==> src/rtl/snes_pad_device_pkg.sv <==
// Shared definitions for the SNES pad device and reader: FSM state type,
// default frame width and button bit positions (bit 15 is shifted out first).
package snes_pad_device_pkg;

    typedef enum logic [1:0] {
        S_IDLE  = 2'd0,
        S_LOAD  = 2'd1,
        S_SHIFT = 2'd2,
        S_DONE  = 2'd3
    } snes_state_e;

    localparam int unsigned REG_SIZE_DEF = 16;

    localparam int unsigned BTN_B      = 15;
    localparam int unsigned BTN_Y      = 14;
    localparam int unsigned BTN_SELECT = 13;
    localparam int unsigned BTN_START  = 12;
    localparam int unsigned BTN_UP     = 11;
    localparam int unsigned BTN_DOWN   = 10;
    localparam int unsigned BTN_LEFT   = 9;
    localparam int unsigned BTN_RIGHT  = 8;
    localparam int unsigned BTN_A      = 7;
    localparam int unsigned BTN_X      = 6;
    localparam int unsigned BTN_L      = 5;
    localparam int unsigned BTN_R      = 4;

endpackage

==> src/rtl/snes_pad_device_sync_edge.sv <==
// snes_sync_edge: 2-FF synchronizer for an asynchronous pin, with a registered
// copy of the synchronized level for rising-edge detection.
module snes_sync_edge (
    input  logic clk_i,
    input  logic rst_i,
    input  logic async_i,
    output logic level_o,
    output logic rise_o
);

    logic r_s1;
    logic r_s2;
    logic r_prev;

    // Synchronizer chain plus delayed copy for the edge detector.
    always_ff @(posedge clk_i or posedge rst_i) begin
        if (rst_i) begin
            r_s1   <= 1'b0;
            r_s2   <= 1'b0;
            r_prev <= 1'b0;
        end else begin
            r_s1   <= async_i;
            r_s2   <= r_s1;
            r_prev <= r_s2;
        end
    end

    assign level_o = r_s2;
    assign rise_o  = r_s2 & ~r_prev;

endmodule

==> src/rtl/snes_pad_device.sv <==
// snes_pad_device: virtual SNES pad (4021-style PISO shift register).
// Optional frame-abort timeout enabled by defining SNESDEV_TIMEOUT_EN.
module snes_pad_device
    import snes_pad_device_pkg::*;
#(
    parameter int unsigned REG_SIZE       = REG_SIZE_DEF,
    parameter logic        FILL_BIT       = 1'b1,
    parameter int unsigned TIMEOUT_CYCLES = 25_000
) (
    input  logic                clk_i,
    input  logic                rst_i,
    input  logic                dlatch_i,
    input  logic                dclock_i,
    output logic                sdata_o,
    input  logic [REG_SIZE-1:0] buttons_i,
    output logic                frame_done_o,
    output logic                busy_o,
    output logic                timeout_o
);

    localparam int unsigned   CW      = $clog2(REG_SIZE);
    localparam logic [CW-1:0] LAST_M1 = CW'(REG_SIZE - 2);

    snes_state_e         r_state;
    snes_state_e         w_state_n;
    logic [REG_SIZE-1:0] r_shreg;
    logic [REG_SIZE-1:0] w_shreg_n;
    logic [CW-1:0]       r_bitcnt;
    logic [CW-1:0]       w_bitcnt_n;
    logic                r_sdata;
    logic                w_sdata_n;
    logic                r_done;
    logic                w_done_n;

    logic w_latch_s;
    logic w_latch_rise_unused;
    logic w_dclk_level_unused;
    logic w_dclk_rise;

    snes_sync_edge u_sync_latch (
        .clk_i   (clk_i),
        .rst_i   (rst_i),
        .async_i (dlatch_i),
        .level_o (w_latch_s),
        .rise_o  (w_latch_rise_unused)
    );

    snes_sync_edge u_sync_dclk (
        .clk_i   (clk_i),
        .rst_i   (rst_i),
        .async_i (dclock_i),
        .level_o (w_dclk_level_unused),
        .rise_o  (w_dclk_rise)
    );

`ifdef SNESDEV_TIMEOUT_EN
    localparam int unsigned   TW        = $clog2(TIMEOUT_CYCLES + 1);
    localparam logic [TW-1:0] TMO_LIMIT = TW'(TIMEOUT_CYCLES);

    logic [TW-1:0] r_tmo_cnt;
    logic [TW-1:0] w_tmo_cnt_n;
    logic          r_timeout;
    logic          w_timeout_n;

    // Idle-dclock counter: only runs in S_SHIFT, restarts on every dclock edge.
    always_comb begin
        w_tmo_cnt_n = r_tmo_cnt;
        if (r_state != S_SHIFT || w_dclk_rise)
            w_tmo_cnt_n = '0;
        else if (r_tmo_cnt != TMO_LIMIT)
            w_tmo_cnt_n = r_tmo_cnt + TW'(1);
    end

    // Timeout counter and pulse register.
    always_ff @(posedge clk_i or posedge rst_i) begin
        if (rst_i) begin
            r_tmo_cnt <= '0;
            r_timeout <= 1'b0;
        end else begin
            r_tmo_cnt <= w_tmo_cnt_n;
            r_timeout <= w_timeout_n;
        end
    end

    assign timeout_o = r_timeout;
`else
    localparam int unsigned TMO_CFG_unused = TIMEOUT_CYCLES;
    assign timeout_o = 1'b0;
`endif

    // Next-state, shift register and output decode; latch overrides everything.
    always_comb begin
        w_state_n  = r_state;
        w_shreg_n  = r_shreg;
        w_bitcnt_n = r_bitcnt;
        w_sdata_n  = r_sdata;
        w_done_n   = 1'b0;
`ifdef SNESDEV_TIMEOUT_EN
        w_timeout_n = 1'b0;
`endif
        if (w_latch_s) begin
            w_state_n  = S_LOAD;
            w_shreg_n  = buttons_i;
            w_bitcnt_n = '0;
            w_sdata_n  = buttons_i[REG_SIZE-1];
        end else begin
            case (r_state)
                S_IDLE: begin
                    w_sdata_n = FILL_BIT;
                end
                S_LOAD: begin
                    w_state_n = S_SHIFT;
                end
                S_SHIFT: begin
                    if (w_dclk_rise) begin
                        w_shreg_n  = {r_shreg[REG_SIZE-2:0], FILL_BIT};
                        w_sdata_n  = r_shreg[REG_SIZE-2];
                        w_bitcnt_n = r_bitcnt + CW'(1);
                        if (r_bitcnt == LAST_M1) begin
                            w_done_n  = 1'b1;
                            w_state_n = S_DONE;
                        end
                    end
`ifdef SNESDEV_TIMEOUT_EN
                    else if (r_tmo_cnt == TMO_LIMIT) begin
                        w_state_n   = S_IDLE;
                        w_sdata_n   = FILL_BIT;
                        w_timeout_n = 1'b1;
                    end
`endif
                end
                S_DONE: begin
                    // Last bit stays on the line until the host clocks past it.
                    if (w_dclk_rise) begin
                        w_shreg_n = {r_shreg[REG_SIZE-2:0], FILL_BIT};
                        w_sdata_n = FILL_BIT;
                    end
                end
                default: begin
                    w_state_n = S_IDLE;
                end
            endcase
        end
    end

    // State, shift register, bit counter and registered outputs.
    always_ff @(posedge clk_i or posedge rst_i) begin
        if (rst_i) begin
            r_state  <= S_IDLE;
            r_shreg  <= {REG_SIZE{FILL_BIT}};
            r_bitcnt <= '0;
            r_sdata  <= FILL_BIT;
            r_done   <= 1'b0;
        end else begin
            r_state  <= w_state_n;
            r_shreg  <= w_shreg_n;
            r_bitcnt <= w_bitcnt_n;
            r_sdata  <= w_sdata_n;
            r_done   <= w_done_n;
        end
    end

    assign sdata_o      = r_sdata;
    assign frame_done_o = r_done;
    assign busy_o       = (r_state == S_LOAD) || (r_state == S_SHIFT);

endmodule

==> config.mk <==
export PLATFORM = sky130hd
export DESIGN_NAME = snes_pad_device
export DESIGN_NICKNAME = d
export VERILOG_FILES = /design/src/rtl/snes_pad_device_pkg.sv /design/src/rtl/snes_pad_device_sync_edge.sv /design/src/rtl/snes_pad_device.sv
export SDC_FILE = /design/constraint.sdc
export NUM_CORES = 1
export LEC_CHECK = 0
export BUFFER_PORTS_ARGS = -buffer_cell sky130_fd_sc_hd__buf_2
export CORE_MARGIN = 2
export CORE_UTILIZATION = 50
export CTS_BUF_LIST = sky130_fd_sc_hd__clkbuf_4
export CTS_CLUSTER_DIAMETER = 100
export CTS_CLUSTER_SIZE = 8
export DETAILED_ROUTE_END_ITERATION = 16
export GPL_ROUTABILITY_DRIVEN = 0
export PLACE_DENSITY = 0.73
export SLEW_MARGIN = 10
export SYNTH_ARGS = -nofsm -noshare
export SYNTH_HDL_FRONTEND = slang
export SYNTH_SLANG_ARGS = --single-unit
==> constraint.sdc <==
create_clock -name clk_i -period 1.64 [get_ports clk_i]
set_input_delay 0.164 -clock clk_i [delete_from_list [all_inputs] [get_ports clk_i]]
set_output_delay 0.164 -clock clk_i [all_outputs]
set_load 0.005 [all_outputs]
* Yosys cells after proc, flatten, opt, wreduce, memory -nomap -nowiden *
Index checks and enable logic that the tools add are counted.

storage, ports and cells
  memory bits (writable) = 0
  memories kept = 0
  latch bits = 0
  register bits after elaboration = 28
  output and inout bits = 4
  ROM bits = 0
  input bits = 20

operators by class
  multiply operators = 0
  mux-type cells = 18
  shift operators = 0
  add/sub/neg operators = 1
  eq/ne operators = 7
  magnitude comparators = 0
  reduce and logical (&&, ||, !) cells = 12
  bitwise logic cells = 2
  div/mod/pow operators = 0

operator list
  kind                 number
  $mux 15              3
  $mux 4               3
  $mux 1               7
  $mux 2               3
  $ne 3x1->1 const B   2
  $reduce_and 3->1     2
  $reduce_bool 2->1    3
  $add 4x1->4 const B  1
  $eq 2x2->1 const B   2
  $eq 4x4->1 const B   1
  $pmux 2 s2           1
  $reduce_and 2->1     2
  $reduce_bool 4->1    1
  $ne 3x2->1 const B   1
  $pmux 1 s3           1
  $reduce_bool 3->1    1
  $eq 2x1->1 const B   1
  $logic_not 2->1      1
  $reduce_or 2->1      1
  $and 1x1->1          1
  $logic_or 1x1->1     1
  $not 1->1            1

* Longest topological paths before layout *
Gate-level depths: netlist of the first run.

  depth in word-level cells = 5
  gate-level depth with buffers = 7
  gate-level depth less buffers = 6

* Modules after synthesis *
A second synthesis of the first run with hierarchy kept.

second synthesis, totals
  cell total of the unflattened synthesis = 126
  area, all modules = 1380.1 um2

modules (own cells, without submodules)
  module           area an instance (um2)  cells an instance  instances  seq. area each (um2)
  snes_pad_device  1194.9                  116                1          595.6
  snes_sync_edge   92.6                    5                  2          75.1

* Worst setup path after synthesis of the first run *
No wires, ideal clock.

  path kind = reg2reg
  start = register r_state[1]
  end = register r_bitcnt[3]
  required time = 1.508 ns
  slack = 0.237 ns
  period minus slack after synthesis = 1.403 ns
  setup time = 0.132 ns
  cell stages (with the launch flop) = 7
  data arrival time = 1.271 ns
  cells stage by stage = dfrtp_1 > ha_1 > and3b_2 > buf_6 > nand4_2 > xor2_1 > nor2_1

between the ends
  longest elaborated chain between the ends = 3

RTL lines
  element                      line                    text
  start: declaration           snes_pad_device.sv:24   snes_state_e r_state;
  start signal: assignment     snes_pad_device.sv:155  r_state <= w_state_n;
  $eq 2x2->1                   snes_pad_device.sv:107  case (r_state)
  $reduce_bool 2->1 (no line)  n/a
  $reduce_and 2->1 (no line)   n/a
  end signal: assignment       snes_pad_device.sv:157  r_bitcnt <= w_bitcnt_n;
  end: declaration             snes_pad_device.sv:28   logic [CW-1:0] r_bitcnt;

Every way passes these cells.
A chain may end at the register's enable or synchronous reset.

* Worst setup path in the final report of the first run *
  start = register r_state[1]
  end = output busy_o

between the ends
  longest elaborated chain between the ends = 2
  elaborated cells on any way between the ends = 3
  those cells by class = 2 x eq/ne; 1 x reduce/logical

RTL lines
  element                                          line                    text
  $eq 2x1->1 / $eq 2x2->1 (equally long branches)  snes_pad_device.sv:165  assign busy_o = (r_state == S_LOAD) || (r_state == S_SHIFT);
  $logic_or 1x1->1 (*)                             snes_pad_device.sv:165
  end: declaration                                 snes_pad_device.sv:17   output logic busy_o,

Mark *: on every way between the ends. The rest lies on a longest branch, timed or not.

==> reports/qor.json, run 1 <==
{
  "status": {"value": "complete, no violations"},
  "grt_setup_unrepaired": {"value": "no"},
  "globalRouteTotalUtil": {"value": 15.88, "unit": "%"},
  "worst-path-max-fanout": {"value": 7},
  "cts_max_level": {"value": 1},
  "wirelength": {"value": 2.106, "unit": "mm"},
  "ir_drop": {"value": 0.0005925, "unit": "V"},
  "tritoncts": {"value": "done"},
  "floorplan.die_area": {"value": 0.003091, "unit": "sq mm"},
  "layout.cells.most_common_list": {"value": "22 x sky130_fd_sc_hd__buf_2, 19 x sky130_fd_sc_hd__nand2_1, 16 x sky130_fd_sc_hd__dfstp_2"},
  "swShare": {"value": 30.31, "unit": "%"},
  "clkSlewWorstSetupHoldPaths": {"value": 150, "unit": "ps"},
  "dieHeight": {"value": 55.60, "unit": "um"},
  "power_density": {"value": 1070, "unit": "mW/mm^2"},
  "wl_per_cell": {"value": 11.97, "unit": "um"},
  "setup_tns": {"value": 0, "unit": "ps"},
  "drt_first_pass_iters": {"value": 4},
  "synth_cell_types": {"value": 28},
  "grt_antenna_before_repair": {"value": 0},
  "drtAntennaViolNets": {"value": 0},
  "worst_setup_path_startpoint": {"value": "r_state[1]"},
  "setup_viol_count_final": {"value": 0},
  "finalWorstPathRequiredPeriod": {"value": 1494, "unit": "ps"},
  "syn-num-nets": {"value": 148},
  "hold_violations": {"value": 0},
  "stdcell_area": {"value": 0.001518, "unit": "sq mm"},
  "p_leak": {"value": 0.7805, "unit": "nW"},
  "critical_path.endpoint_type": {"value": "output pin"},
  "tritoncts.num_buffers": {"value": 3},
  "post_synth.cell_area_avg": {"value": 10.91, "unit": "sq um"},
  "post_cts.repair.setup_buffers": {"value": 0},
  "share_comb_of_total_power": {"value": 27.4, "unit": "%"},
  "critPathLaunchType": {"value": "register"},
  "std_cell_rows": {"value": 18},
  "portion_of_total_power_attributed_to_sequential_cells": {"value": 55.3, "unit": "%"},
  "dr.first_iter.drc_count": {"value": 20},
  "final-max-slew-violation-count": {"value": 0},
  "grt_pass1_vias": {"value": 920},
  "timing.rr.start": {"value": "r_state[1]"},
  "pin_count": {"value": 24},
  "synth_top_flop_cell": {"value": "sky130_fd_sc_hd__dfstp_2"},
  "total_switching_power": {"value": 0.0004920, "unit": "W"},
  "worstHoldStart": {"value": "buttons_i[8]"},
  "layout_worst_path_cycle_share": {"value": 91.12, "unit": "%"},
  "synth_area": {"value": 0.001331, "unit": "sq mm"},
  "synth_edf_count": {"value": 0},
  "global_route_overflow": {"value": 0},
  "maxCapViolations": {"value": 0},
  "area.growth.synth_to_final": {"value": 14.00, "unit": "%"},
  "initial_core_util": {"value": 53.25, "unit": "%"},
  "synth.ff_latch_count": {"value": 28},
  "floorplan.die.width": {"value": 55.60, "unit": "um"},
  "dpl.hpwl": {"value": 1.574, "unit": "mm"},
  "clock_group_share_of_total_power": {"value": 17.3, "unit": "%"},
  "final_nets": {"value": 173},
  "seq_area_frac_synth": {"value": 54.14, "unit": "%"},
  "fill_cells": {"value": 203},
  "final_common_cell": {"value": "sky130_fd_sc_hd__buf_2"},
  "worst_endpoint_data_arrival_time": {"value": 1330, "unit": "ps"},
  "min_path_type": {"value": "primary input to register"},
  "fmax": {"value": 669.2, "unit": "MHz"},
  "avgViaCountPerCell": {"value": 5.170},
  "share_of_cells_above_drive_strength_1": {"value": 32.88, "unit": "%"},
  "first_pass_grt_wire_length": {"value": 3.953, "unit": "mm"},
  "fin_worst_skew": {"value": 10.19, "unit": "ps"},
  "clkSinkCount": {"value": 28},
  "clockRootBuffer": {"value": "sky130_fd_sc_hd__clkbuf_4"},
  "cp.required": {"value": 1480, "unit": "ps"},
  "synth_async_sr_flop_share": {"value": 100.0, "unit": "%"},
  "internal_power": {"value": 0.001131, "unit": "W"},
  "antennaDiodeCount": {"value": 0},
  "dr_total_vias": {"value": 910},
  "postSynthCellCount": {"value": 122},
  "clockBufferDepth": {"value": 2},
  "criticalPathCategory": {"value": "register to output pin"},
  "clk-insertion-delay-late": {"value": 320, "unit": "ps"},
  "io_buffers": {"value": 22},
  "drc_errors": {"value": 0},
  "maximum_number_of_pins_on_one_net_before_global_route_repair": {"value": 29},
  "coreArea": {"value": 0.002500, "unit": "sq mm"},
  "synth_warnings": {"value": 0},
  "post_dp_cell_area": {"value": 0.001461, "unit": "sq mm"}
}
state kept, by name, indices dropped and copies added (netlist names):
| name | cells |
|---|---|
| u_sync_dclk.level_o | 1 |
| r_state | 2 |
| r_shreg | 15 |
| u_sync_latch.level_o | 1 |
| u_sync_latch.r_s1 | 1 |
| u_sync_dclk.r_prev | 1 |
| sdata_o | 1 |
| r_bitcnt | 4 |
| frame_done_o | 1 |
| u_sync_dclk.r_s1 | 1 |
power by group through the flow:
stage | clock (W) | sequential, W | combinational (W)
after floorplan | 0 | 0.000889 | 0.000344
after global placement | 0 | 0.000903 | 0.000427
after detailed placement | 0 | 0.000914 | 0.000447
after CTS | 0.000295 | 0.000902 | 0.000454
after global routing | 0.000323 | 0.000917 | 0.000512
final | 0.000281 | 0.000898 | 0.000444
path summary, 6_finish.rpt:
| kind | endpoint | depth (start not counted) | slack [ps] |
|---|---|---|---|
| setup / recovery | busy_o | 3 | 150 |
| hold / removal | r_shreg[8] | 3 | 20 |
| setup reg to reg | sdata_o | 5 | 160 |
| hold reg to reg | u_sync_latch.level_o | 0 | 380 |
| max in group asynchronous | r_shreg[3] | 4 | 910 |
| min in group asynchronous | r_state[0] | 4 | 420 |
layout make-up:
type	count	area, sq um	share of cell area (%)
Clock inverter	1	3.754	0.2473
Clock buffer	3	22.52	1.484
Inverter	5	18.77	1.237
Tap cell	30	37.54	2.473
Timing Repair Buffer	27	167.7	11.05
Multi-Input combinational cell	82	546.8	36.03
Sequential cell	28	720.7	47.49
cells by family after synthesis:
logic type | synth area share (%)
AOI/OAI and AO/OA | 9.869
xor gates and xnor gates | 1.974
adders and majority gates | 5.639
buffers and inverters | 4.793
DFF | 54.14
muxes | 10.53
other | 0.2817
and+or+nand+nor | 12.78
metrics by stage:
stage / instances / hold WS, ps / util (%) / setup WS, ps / total power, W
after floorplan: 122 / 195.4 / - / 236.9 / 0.001233
final: 176 / 17.92 / 60.71 / 145.6 / 0.001624
after global routing: 176 / 2.124 / 60.71 / 21.11 / 0.001753
after CTS: 176 / 2.840 / 60.71 / 123.1 / 0.001651
after global placement: 169 / 235.8 / 58.46 / 224.1 / 0.001330
after detailed placement: 169 / 240.4 / 58.46 / 161.8 / 0.001361
critical path: stages, from the launching register on:
cell and delay [ps]:
sky130_fd_sc_hd__dfrtp_1 510, sky130_fd_sc_hd__inv_1 70, sky130_fd_sc_hd__ha_1 300, sky130_fd_sc_hd__buf_2 130
synthesized netlist by cell type, drive strengths merged (3+ instances only):
library cell / number / share of area [%]
inv: 5 / 1.4
o21ai: 16 / 6.0
dfstp: 16 / 32
dfrtp: 12 / 23
mux2i: 14 / 11
nor2: 8 / 2.3
ha: 6 / 5.6
nand2: 20 / 6.2
buf: 3 / 2.3
clkbuf: 4 / 1.1
repair_timing:
action | 4_1_cts | 5_1_grt
setup endpoints to repair | 0 | 0
hold buffers | 3 | 0
resized for setup | 0 | 0
hold endpoints to repair | 14 | 0
routing by layer:
| layer | vias up | part of all wire, % | global-route usage [%] |
|---|---|---|---|
| met4 | 0 | 1.4 | 8.014 |
| met1 | 424 | 43 | 20.34 |
| met5 | - | 0 | 0 |
| met3 | 4 | 4.9 | 2.326 |
| met2 | 28 | 50 | 26.19 |
| li1 | 454 | - | - |
Power figures use the tool's default switching activity.
==> inputs of run 2 (changes only) <==
--- a/config.mk
+++ b/config.mk
@@ -6,6 +6,7 @@
 export NUM_CORES = 1
 export LEC_CHECK = 0
 export BUFFER_PORTS_ARGS = -buffer_cell sky130_fd_sc_hd__buf_2
+export CORE_ASPECT_RATIO = 0.6
 export CORE_MARGIN = 2
 export CORE_UTILIZATION = 50
 export CTS_BUF_LIST = sky130_fd_sc_hd__clkbuf_4
==> reports/qor.json, run 2 (synthesized netlist as in run 1, its figures left out) <==
{
  "worstHoldStart": {"value": "buttons_i[4]"},
  "criticalPathCategory": {"value": "register to register"},
  "maximum_number_of_pins_on_one_net_before_global_route_repair": {"value": 29, "change": "unchanged"},
  "final_nets": {"value": 177, "change": "+2.3%"},
  "dieHeight": {"value": 43.97, "unit": "um", "change": "-21%"},
  "post_cts.repair.setup_buffers": {"value": 0, "change": "unchanged"},
  "grt_setup_unrepaired": {"value": "no"},
  "reg2reg_setup_slack": {"value": 140, "unit": "ps", "change": "-20 ps"},
  "layout_worst_path_cycle_share": {"value": 91.44, "unit": "%", "change": "+0.31 points"},
  "critPathLaunchType": {"value": "register"},
  "drtAntennaViolNets": {"value": 0, "change": "unchanged"},
  "dr.first_iter.drc_count": {"value": 60, "change": "+200%"},
  "drc_errors": {"value": 0, "change": "unchanged"},
  "wl_per_cell": {"value": 12.37, "unit": "um", "change": "+3.4%"},
  "initial_core_util": {"value": 52.78, "unit": "%", "change": "-0.48 points"},
  "cp.required": {"value": 1870, "unit": "ps", "change": "+390 ps"},
  "dpl.hpwl": {"value": 1.560, "unit": "mm", "change": "-0.89%"},
  "hold_violations": {"value": 0, "change": "unchanged"},
  "clkSinkCount": {"value": 28, "change": "unchanged"},
  "hold_slack": {"value": 19.74, "unit": "ps", "change": "+1.822 ps"},
  "max_flop_register": {"value": "r_shreg"},
  "worst_endpoint_data_arrival_time": {"value": 1730, "unit": "ps", "change": "+400 ps"},
  "worstRegToRegCells": {"value": 6, "change": "+1"},
  "drt_first_pass_iters": {"value": 4, "change": "unchanged"},
  "pin_count": {"value": 24, "change": "unchanged"},
  "largestRegisters": {"value": "r_shreg: 15 flops, r_bitcnt: 4 flops, r_state: 2 flops"},
  "wirelength": {"value": 2.251, "unit": "mm", "change": "+6.9%"},
  "fill_cells": {"value": 220, "change": "+8.4%"},
  "worst-path-max-fanout": {"value": 5, "change": "-2"},
  "std_cell_rows": {"value": 14, "change": "-4"},
  "min_path_type": {"value": "primary input to register"},
  "clkSlewWorstSetupHoldPaths": {"value": 150, "unit": "ps", "change": "about the same"},
  "p_leak": {"value": 0.8045, "unit": "nW", "change": "+3.1%"},
  "clockBufferDepth": {"value": 2, "change": "unchanged"},
  "setup_tns": {"value": 0, "unit": "ps", "change": "unchanged"},
  "flip_flop_count_of_the_largest_register_after_layout": {"value": 15, "change": "unchanged"},
  "area.growth.synth_to_final": {"value": 18.14, "unit": "%"},
  "hold_end": {"value": "r_shreg[4]"},
  "avgViaCountPerCell": {"value": 5.033, "change": "-2.7%"},
  "fmax": {"value": 666.9, "unit": "MHz", "change": "-0.34%"},
  "first_pass_grt_wire_length": {"value": 3.719, "unit": "mm", "change": "-5.9%"},
  "timing.rr.end": {"value": "r_bitcnt[3]"},
  "postLayoutCoreUtil": {"value": 62.35, "unit": "%", "change": "+1.6 points"},
  "ir_drop": {"value": 0.0006149, "unit": "V", "change": "+3.8%"},
  "maxCapViolations": {"value": 0, "change": "unchanged"},
  "tritoncts": {"value": "done"},
  "fin_worst_skew": {"value": 4.259, "unit": "ps", "change": "-5.927 ps"},
  "clockRootBuffer": {"value": "sky130_fd_sc_hd__clkbuf_4"},
  "share_of_cells_above_drive_strength_1": {"value": 34.00, "unit": "%", "change": "+1.1 points"},
  "critical_path.endpoint_type": {"value": "register"},
  "globalRouteTotalUtil": {"value": 15.85, "unit": "%", "change": "-0.032 points"},
  "dr_total_vias": {"value": 916, "change": "+0.66%"},
  "grt_pass1_vias": {"value": 851, "change": "-7.5%"},
  "power_density": {"value": 1148, "unit": "mW/mm^2", "change": "+7.3%"},
  "io_buffers": {"value": 22, "change": "unchanged"},
  "setup_viol_count_final": {"value": 0, "change": "unchanged"},
  "cts_max_level": {"value": 1, "change": "unchanged"},
  "finalWorstPathRequiredPeriod": {"value": 1500, "unit": "ps", "change": "+5.155 ps"},
  "antennaDiodeCount": {"value": 0, "change": "unchanged"},
  "final-max-slew-violation-count": {"value": 0, "change": "unchanged"},
  "floorplan.die_area": {"value": 0.003105, "unit": "sq mm", "change": "+0.44%"},
  "floorplan.die.width": {"value": 70.62, "unit": "um", "change": "+27%"},
  "final_common_cell": {"value": "sky130_fd_sc_hd__buf_2"},
  "grt_antenna_before_repair": {"value": 0, "change": "unchanged"},
  "coreArea": {"value": 0.002522, "unit": "sq mm", "change": "+0.90%"},
  "layout.cells.most_common_list": {"value": "22 x sky130_fd_sc_hd__buf_2, 19 x sky130_fd_sc_hd__nand2_1, 16 x sky130_fd_sc_hd__dfstp_2"},
  "timing.rr.start": {"value": "r_state[0]"},
  "status": {"value": "complete, no violations"},
  "clk-insertion-delay-late": {"value": 330, "unit": "ps", "change": "about the same"},
  "global_route_overflow": {"value": 0, "change": "unchanged"},
  "tritoncts.num_buffers": {"value": 3, "change": "unchanged"},
  "min_path_cells": {"value": 3, "change": "unchanged"}
}
[run 2: area by class of cell]
type                    instances  area, sq um  share of cell area [%]
clock buffers                   3        22.52                   1.432
repair buffers                 31        192.7                   12.25
inverters                       5        18.77                   1.193
well taps                      32        40.04                   2.546
multi-input cells              82        546.8                   34.77
clock inverters                 1        30.03                   1.909
flip-flops and latches         28        721.9                   45.90
[run 2: worst max path at each step]
stage,start,endpoint,slack (ps),cells past startpoint
5_1_grt,r_state[0],sdata_o,6,6
3_3_place_gp,r_state[1],sdata_o,220,5
4_1_cts,r_state[1],busy_o,90,3
3_5_place_dp,r_state[1],r_bitcnt[3],140,5
6_report,r_state[0],r_bitcnt[3],140,6
2_1_floorplan,r_state[1],r_bitcnt[3],240,6
[run 2: layer usage]
layer	track usage, %	vias to the layer above	part of all wire [%]
li1	-	460	-
met1	20.66	431	48
met2	25.47	23	46
met3	6.512	2	5.6
met4	3.396	0	0.53
met5	0	-	0
[run 2: power by group]
part / switching, W / leakage, nW / internal (W)
logic: 0.000230 / 0.458 / 0.000226
registers: 0.0000780 / 0.318 / 0.000822
clock network: 0.000202 / 0.0279 / 0.000247
total: 0.000510 / 0.805 / 0.00130
[run 2: per-stage QoR]
stage	setup slack (ps)	cells	area (sq um)	power [W]
2_1_floorplan	236.9	122	1331	0.001233
3_3_place_gp	221.1	172	1459	0.001326
3_5_place_dp	139.7	172	1459	0.001356
4_1_cts	86.84	179	1541	0.001813
5_1_grt	5.715	182	1573	0.001925
6_report	140.4	182	1573	0.001805
[run 2: critical path, cell delays in order (launching register included)]
cell	delay [ps]
sky130_fd_sc_hd__dfrtp_1	430
sky130_fd_sc_hd__inv_1	120
sky130_fd_sc_hd__ha_1	240
sky130_fd_sc_hd__and3b_2	270
sky130_fd_sc_hd__nand4_2	120
sky130_fd_sc_hd__xor2_1	160
sky130_fd_sc_hd__nor2_1	50
[run 2: repair_timing]
item | in CTS | in global routing
resized for setup | 0 | 1
hold endpoints to repair | 14 | 3
setup endpoints to repair | 0 | 1
hold buffers | 3 | 3
